## src/rtl/instr_ctrl_if.sv

```systemverilog
// Control bus between instr_ctrl_fsm and the Project B datapath.
// The FSM side drives every control and only reads IR.
interface instr_ctrl_if;
    logic [15:0] IR;
    logic        PC_clr;
    logic        PC_up;
    logic        IR_ld;
    logic [7:0]  D_addr;
    logic        D_wr;
    logic        RF_s;
    logic [3:0]  RF_W_addr;
    logic        RF_W_en;
    logic [3:0]  RF_Ra_addr;
    logic [3:0]  RF_Rb_addr;
    logic [2:0]  ALU_s0;
    logic [3:0]  state_out;

    modport master (
        input  IR,
        output PC_clr, PC_up, IR_ld, D_addr, D_wr, RF_s, RF_W_addr, RF_W_en,
               RF_Ra_addr, RF_Rb_addr, ALU_s0, state_out
    );

    modport slave (
        output IR,
        input  PC_clr, PC_up, IR_ld, D_addr, D_wr, RF_s, RF_W_addr, RF_W_en,
               RF_Ra_addr, RF_Rb_addr, ALU_s0, state_out
    );
endinterface

```

## src/rtl/instr_ctrl_fsm.sv

```systemverilog
// Moore fetch/decode/execute sequencer for the Project B processor.
// Outputs depend only on the current state and the instruction register.
module instr_ctrl_fsm (
    input  logic              clk,
    input  logic              reset_n,
    instr_ctrl_if.master      bus
);
    typedef enum logic [3:0] {
        S_INIT   = 4'd0,
        S_FETCH  = 4'd1,
        S_DECODE = 4'd2,
        S_NOOP   = 4'd3,
        S_LOAD_A = 4'd4,
        S_LOAD_B = 4'd5,
        S_STORE  = 4'd6,
        S_ADD    = 4'd7,
        S_SUB    = 4'd8,
        S_HALT   = 4'd9
    } state_e;

    state_e state_q, state_d;

    always_ff @(posedge clk) begin
        if (!reset_n) state_q <= S_INIT;
        else          state_q <= state_d;
    end

    // Next state: IR only matters while in DECODE.
    always_comb begin
        state_d = S_INIT;
        case (state_q)
            S_INIT:   state_d = S_FETCH;
            S_FETCH:  state_d = S_DECODE;
            S_DECODE: begin
                case (bus.IR[15:12])
                    4'b0001: state_d = S_STORE;
                    4'b0010: state_d = S_LOAD_A;
                    4'b0011: state_d = S_ADD;
                    4'b0100: state_d = S_SUB;
                    4'b0101: state_d = S_HALT;
                    default: state_d = S_NOOP;
                endcase
            end
            S_LOAD_A: state_d = S_LOAD_B;
            S_NOOP, S_LOAD_B, S_STORE, S_ADD, S_SUB: state_d = S_FETCH;
            S_HALT:   state_d = S_HALT;
            default:  state_d = S_INIT;
        endcase
    end

    always_comb begin
        bus.PC_clr     = 1'b0;
        bus.PC_up      = 1'b0;
        bus.IR_ld      = 1'b0;
        bus.D_addr     = 8'h00;
        bus.D_wr       = 1'b0;
        bus.RF_s       = 1'b0;
        bus.RF_W_addr  = 4'h0;
        bus.RF_W_en    = 1'b0;
        bus.RF_Ra_addr = 4'h0;
        bus.RF_Rb_addr = 4'h0;
        bus.ALU_s0     = 3'b000;
        bus.state_out  = state_q;
        case (state_q)
            S_INIT: bus.PC_clr = 1'b1;
            S_FETCH: begin
                bus.IR_ld = 1'b1;
                bus.PC_up = 1'b1;
            end
            // Operands are presented early so memory and register reads settle.
            S_DECODE: begin
                bus.D_addr     = bus.IR[11:4];
                bus.RF_Ra_addr = bus.IR[11:8];
                bus.RF_Rb_addr = bus.IR[7:4];
            end
            S_LOAD_A: bus.D_addr = bus.IR[11:4];
            S_LOAD_B: begin
                bus.D_addr    = bus.IR[11:4];
                bus.RF_s      = 1'b1;
                bus.RF_W_addr = bus.IR[3:0];
                bus.RF_W_en   = 1'b1;
            end
            S_STORE: begin
                bus.D_addr     = bus.IR[11:4];
                bus.RF_Ra_addr = bus.IR[3:0];
                bus.D_wr       = 1'b1;
            end
            S_ADD, S_SUB: begin
                bus.RF_Ra_addr = bus.IR[11:8];
                bus.RF_Rb_addr = bus.IR[7:4];
                bus.ALU_s0     = (state_q == S_SUB) ? 3'b010 : 3'b001;
                bus.RF_W_addr  = bus.IR[3:0];
                bus.RF_W_en    = 1'b1;
            end
            default: ;
        endcase
    end
endmodule

```

## src/flat_wrapper.sv

```systemverilog
// flat-port wrapper written by rule: the top's interface ports become plain ports
module instr_ctrl_fsm_flat 
  (clk, reset_n, bus_IR, bus_PC_clr, bus_PC_up, bus_IR_ld, bus_D_addr, bus_D_wr, bus_RF_s, bus_RF_W_addr, bus_RF_W_en, bus_RF_Ra_addr, bus_RF_Rb_addr, bus_ALU_s0, bus_state_out);
  instr_ctrl_if bus_i ();
  input  logic clk;
  input  logic reset_n;
  input wire logic [$bits(bus_i.IR)-1:0] bus_IR;
  output wire logic [$bits(bus_i.PC_clr)-1:0] bus_PC_clr;
  output wire logic [$bits(bus_i.PC_up)-1:0] bus_PC_up;
  output wire logic [$bits(bus_i.IR_ld)-1:0] bus_IR_ld;
  output wire logic [$bits(bus_i.D_addr)-1:0] bus_D_addr;
  output wire logic [$bits(bus_i.D_wr)-1:0] bus_D_wr;
  output wire logic [$bits(bus_i.RF_s)-1:0] bus_RF_s;
  output wire logic [$bits(bus_i.RF_W_addr)-1:0] bus_RF_W_addr;
  output wire logic [$bits(bus_i.RF_W_en)-1:0] bus_RF_W_en;
  output wire logic [$bits(bus_i.RF_Ra_addr)-1:0] bus_RF_Ra_addr;
  output wire logic [$bits(bus_i.RF_Rb_addr)-1:0] bus_RF_Rb_addr;
  output wire logic [$bits(bus_i.ALU_s0)-1:0] bus_ALU_s0;
  output wire logic [$bits(bus_i.state_out)-1:0] bus_state_out;
  assign bus_i.IR = bus_IR;
  assign bus_PC_clr = bus_i.PC_clr;
  assign bus_PC_up = bus_i.PC_up;
  assign bus_IR_ld = bus_i.IR_ld;
  assign bus_D_addr = bus_i.D_addr;
  assign bus_D_wr = bus_i.D_wr;
  assign bus_RF_s = bus_i.RF_s;
  assign bus_RF_W_addr = bus_i.RF_W_addr;
  assign bus_RF_W_en = bus_i.RF_W_en;
  assign bus_RF_Ra_addr = bus_i.RF_Ra_addr;
  assign bus_RF_Rb_addr = bus_i.RF_Rb_addr;
  assign bus_ALU_s0 = bus_i.ALU_s0;
  assign bus_state_out = bus_i.state_out;
  instr_ctrl_fsm u_core (.clk(clk), .reset_n(reset_n), .bus(bus_i));
endmodule
```

## config.mk

```make
export PLATFORM = sky130hd
export DESIGN_NAME = instr_ctrl_fsm_flat
export DESIGN_NICKNAME = d
export VERILOG_FILES = /design/src/rtl/instr_ctrl_if.sv /design/src/rtl/instr_ctrl_fsm.sv /design/src/flat_wrapper.sv
export SDC_FILE = /design/constraint.sdc
export NUM_CORES = 1
export LEC_CHECK = 0
export BUFFER_PORTS_ARGS = -buffer_cell sky130_fd_sc_hd__buf_2
export CORE_MARGIN = 2
export CORE_UTILIZATION = 41
export CTS_BUF_LIST = sky130_fd_sc_hd__clkbuf_16
export DETAILED_ROUTE_END_ITERATION = 10
export PLACE_DENSITY = 0.83
export SYNTH_ARGS = -nofsm -noshare
export SYNTH_HDL_FRONTEND = slang
export SYNTH_SLANG_ARGS = --single-unit
```

## constraint.sdc

```tcl
create_clock -name clk -period 3.4 [get_ports clk]
set_clock_uncertainty 0.2 [all_clocks]
set_input_delay 0.34 -clock clk [delete_from_list [all_inputs] [get_ports clk]]
set_output_delay 0.34 -clock clk [all_outputs]
set_load 0.01 [all_outputs]
```

# Yosys cells after proc, flatten, opt, wreduce, memory -nomap -nowiden
# Cells that the tools add are included.
[op_classes]
eq_ne = 14
mux = 13
n_reduce_logical = 6
[ops]
columns = ["operator", "count"]
rows = [
  ["4-bit one-hot mux with 5 select lines", 2],
  ["4-bit by 3-bit == test with 1-bit output (second input constant)", 6],
  ["4-bit by 2-bit == test with 1-bit output (second input constant)", 4],
  ["4-bit by 1-bit == test with 1-bit output (second input constant)", 2],
  ["4-bit == test (second input constant)", 2],
  ["4-bit two-way mux", 2],
  ["8-bit two-way mux", 1],
  ["4-bit one-hot mux with 2 select lines", 1],
  ["3-bit OR reduction", 2],
  ["6-bit OR reduction", 1],
  ["1-bit two-way mux", 5],
  ["4-bit logical NOT", 1],
  ["4-bit OR reduction", 1],
  ["3-bit two-way mux", 1],
  ["2-bit two-way mux", 1],
  ["2-bit OR reduction", 1],
]
[totals]
register_bits = 4
input_bits = 18
output_inout_bits = 33
elab_cells = 34

# Logic depth before layout (Yosys ltp)
[depth]
ltp_word = 3
depth_mapped = 5

# Worst setup path before layout
# OpenSTA, ideal clock, no wires.
[synth_timing]
path_type = "register to output"
startpoint = "register u_core.state_q[2], in the netlist u_core.bus.state_out[2]"
endpoint = "output bus_RF_W_addr[0]"
t_arrival_ns = 1.264
setup_slack_ns = 1.596
path_stages_with_launch = 5
path_cell_list = "dfxtp_1 -> buf_6 -> nor4b_4 -> o21bai_4 -> and2_1"
[synth_via]
elab_chain_cells = 3
word_cells_on_any_way = 5
cone_classes = "eq/ne (3); mux (1); reduce/logical (1)"
[synth_rtl]
columns = ["element", "line", "source"]
rows = [
  ["from (decl)", "instr_ctrl_fsm.sv:21", "state_e state_q, state_d;"],
  ["from (signal assigned)", "instr_ctrl_fsm.sv:25", "else state_q <= state_d;"],
  ["4-bit by 3-bit == test with 1-bit output / 4-bit == test (equally long branches)", "instr_ctrl_fsm.sv:64", "case (state_q)"],
  ["3-bit OR reduction (no line) *", "--", ""],
  ["4-bit two-way mux *", "instr_ctrl_fsm.sv:64", ""],
  ["to (decl)", "flat_wrapper.sv:14", "output wire logic [$bits(bus_i.RF_W_addr)-1:0] bus_RF_W_addr;"],
]
# Mark *: on every way between the ends. The rest lies on a longest branch, timed or not.

# Worst setup path in the final report
[layout_timing]
startpoint = "register u_core.state_q[2], in the netlist u_core.bus.state_out[2]"
endpoint = "output bus_D_addr[5]"
[layout_via]
elab_chain_cells = 3
word_cells_on_any_way = 6
cone_classes = "eq/ne (4); mux (1); reduce/logical (1)"
[layout_rtl]
columns = ["element", "line", "source"]
rows = [
  ["4-bit by 3-bit == test with 1-bit output / 4-bit by 2-bit == test with 1-bit output (equally long branches)", "instr_ctrl_fsm.sv:64", ""],
  ["4-bit OR reduction (no line) *", "--", ""],
  ["8-bit two-way mux *", "instr_ctrl_fsm.sv:64", ""],
  ["to (decl)", "flat_wrapper.sv:11", "output wire logic [$bits(bus_i.D_addr)-1:0] bus_D_addr;"],
]
# Marks and branches as above.

==> results_dict.tcl <==
set metrics [dict create \
    finalCriticalPeriod_ns 2.347 \
    finalNonFillerCells 145 \
    ir_drop_uv 361.8 \
    finalPower_uw 354.7 \
    postCtsHoldBufs 0 \
    clkLatencyLatePin_ns 0.22 \
    grt.busiest_layer "met2" \
    arrival_ns 1.81 \
    num_io_pins 51 \
    clock_path_buffers 2 \
    tritoncts "yes" \
    setup_violations 0 \
    critPathRequiredTime_ns 2.86 \
    drtPass1Iterations 4 \
    std_cell_rows 14 \
    use_met1_pct 22.05 \
    cts_buffers 3 \
    powerDensity_nw_per_um2 388.9 \
    grt_max_degree 22 \
    grt_pass1_vias 643 \
    antenna_found_initial 0 \
    die_width_um 43.06 \
    first_iter_violations 14 \
    ys_types 30 \
    ys_ff_latch 4 \
    period_share_pct 69.03 \
    grt_usage_pct 19.30 \
    h-tree-depth 1 \
    p_leak_uw 0.0004775 \
    hold_viol 0 \
    cts_root_buf "clkbuf_16" \
    hold-path-endpoint "u_core.bus.state_out[2]" \
    cts_sinks 4 \
    gr-usage-met2_pct 33.64 \
    dpl-instance-area_um2 837.1 \
    place.gp.congestion 0.7924 \
    dp_hpwl_um 1349 \
    synth_flop_cell "dfxtp_1" \
    syn_inst 85 \
    pre_cts_slack_ns 1.299 \
    cts_resized 0 \
    hold_depth 3 \
    yosysWarningCount 0 \
    grt_pass1_wl_um 2753 \
    initial_utilization_pct 42.52 \
    routedWlPerCell_um 11.64 \
    critPathKind "flop to output pin" \
    vias_per_cell 5.338 \
    final_cell_area_um2 912.1 \
    postCtsSetupRepairBufs 0 \
    die_area_um2 1854 \
    synth_edf_count 0 \
    totalWireLength_um 1688 \
    ys_top_cells_by_area "dfxtp_1 (13%), and2_1 (12%), mux2i_1 (6.4%), nor2b_1 (6.0%), a22o_1 (5.6%)" \
    endpoint_kind "output pin" \
    worst_pin_slew_ns 0.7752 \
    die-height_um 43.06 \
    syn-num-nets 103 \
    grt_overflow 0 \
    synth_top_area_share_pct 12.80 \
    setup_tns_ns 0 \
    cap_violations 0 \
    synth.most_common_cell "and2_1" \
    postSynthAreaPerCell_um2 7.360 \
    worst_setup_path_start_kind "flop" \
    diodes 0 \
    design.core.area_um2 1471 \
    largest_reg_flops 4 \
    rr_startpoint "u_core.bus.state_out[0]" \
    nets 149 \
    hp-class "input port to flop" \
    use_met3_pct 5.106 \
    synth_common_cells "and2_1 (12), nor2_1 (7), nor2b_1 (6), o21ai_0 (6)" \
    worst_slack_ns 1.053 \
    r2r_end "u_core.bus.state_out[0]" \
    rsz0062_at_grt "false" \
    worstHoldStart "reset_n" \
    drc_errors 0 \
    outcome "finished, final reports clean" \
    dp_cells 142 \
    syn2layout_area_growth_pct 45.80 \
    io_buffer_count 49 \
    syn_area_um2 625.6 \
    path_clk_slew_ns 0.03 \
    cp_max_fo 20 \
    r2r_slack_ns 1.67 \
    n_fill_cell 142 \
    ff2ff_path_depth 3 \
    synthArstFlopShare_pct 0 \
    report.final.slew_viol_count 0 \
    relSlewSlack_pct 48.25 \
    max_freq_ghz 0.4261 \
    vias 774 \
    postRouteAntennaNets 0 \
    drive_gt1_share_pct 42.64 \
    synth_top_area_cell "dfxtp_1" \
    synth_seq_area_share_pct 12.80 \
]
==> power breakdown <==
group	internal, uW	switching, uW	total (uW)
logic	49.9	53.1	103
registers	51.1	17.5	68.6
clock network	150	32.9	183
total	251	104	355
==> cell type report <==
cell class              count  area, um^2  area share [%]
multi-input cells          70       480.5           52.67
clock buffers               3       75.07           8.230
repair buffers             49       245.2           26.89
flip-flops and latches      4       80.08           8.779
inverters                   3       11.26           1.235
well taps                  16       20.02           2.195
==> metrics by stage <==
step                hold slack, ns  util [%]
detailed placement          0.3954     56.89
global placement            0.3952     56.89
finish                      0.1641     61.99
floorplan                   0.2561         -
global route                0.1708     61.99
CTS                         0.1602     61.99
==> worst max-delay path by stage <==
| stage | startpoint | slack, ns | end | cells past startpoint |
|---|---|---|---|---|
| after floorplan | u_core.bus.state_out[2] | 1.60 | bus_RF_W_addr[0] | 4 |
| after global placement | u_core.bus.state_out[2] | 1.37 | bus_D_addr[6] | 4 |
| after detailed placement | u_core.bus.state_out[2] | 1.30 | bus_D_addr[5] | 4 |
| after CTS | u_core.bus.state_out[2] | 1.05 | bus_D_addr[5] | 4 |
| after global routing | u_core.bus.state_out[2] | 0.87 | bus_D_addr[6] | 4 |
| final | u_core.bus.state_out[2] | 1.05 | bus_D_addr[5] | 4 |
==> cell usage in the layout (no fill, tap or decap), drive strengths merged, types with 6 or more instances in the layout <==
master	count
and2	12
buf	49
nor2b	6
o21ai	6
nor2	7
==> layer usage <==
layer | vias to the layer above | share of wire [%]
li1 | 386 | -
met1 | 356 | 40
met2 | 30 | 51
met3 | 2 | 7.8
met4 | 0 | 0.77
met5 | - | 0
==> logic make-up (layout without fill, tap and decap cells) <==
kind of cell / count (synthesis) / after routing / synth area share, %
other: 1 / 1 / 0.5994
xor gates and xnor gates: 2 / 2 / 2.801
buffers and inverters: 11 / 55 / 10.40
AOI/OAI and AO/OA: 20 / 20 / 23.40
DFF: 4 / 4 / 12.80
and+or+nand+nor: 43 / 43 / 43.60
muxes: 4 / 4 / 6.400
==> critical path, cell delays in order (launching register included) <==
cell	delay, ns
dfxtp_1	0.81
nand2b_1	0.19
a21oi_2	0.30
and2_1	0.16
buf_2	0.12
(Power assumes the default switching activity.)
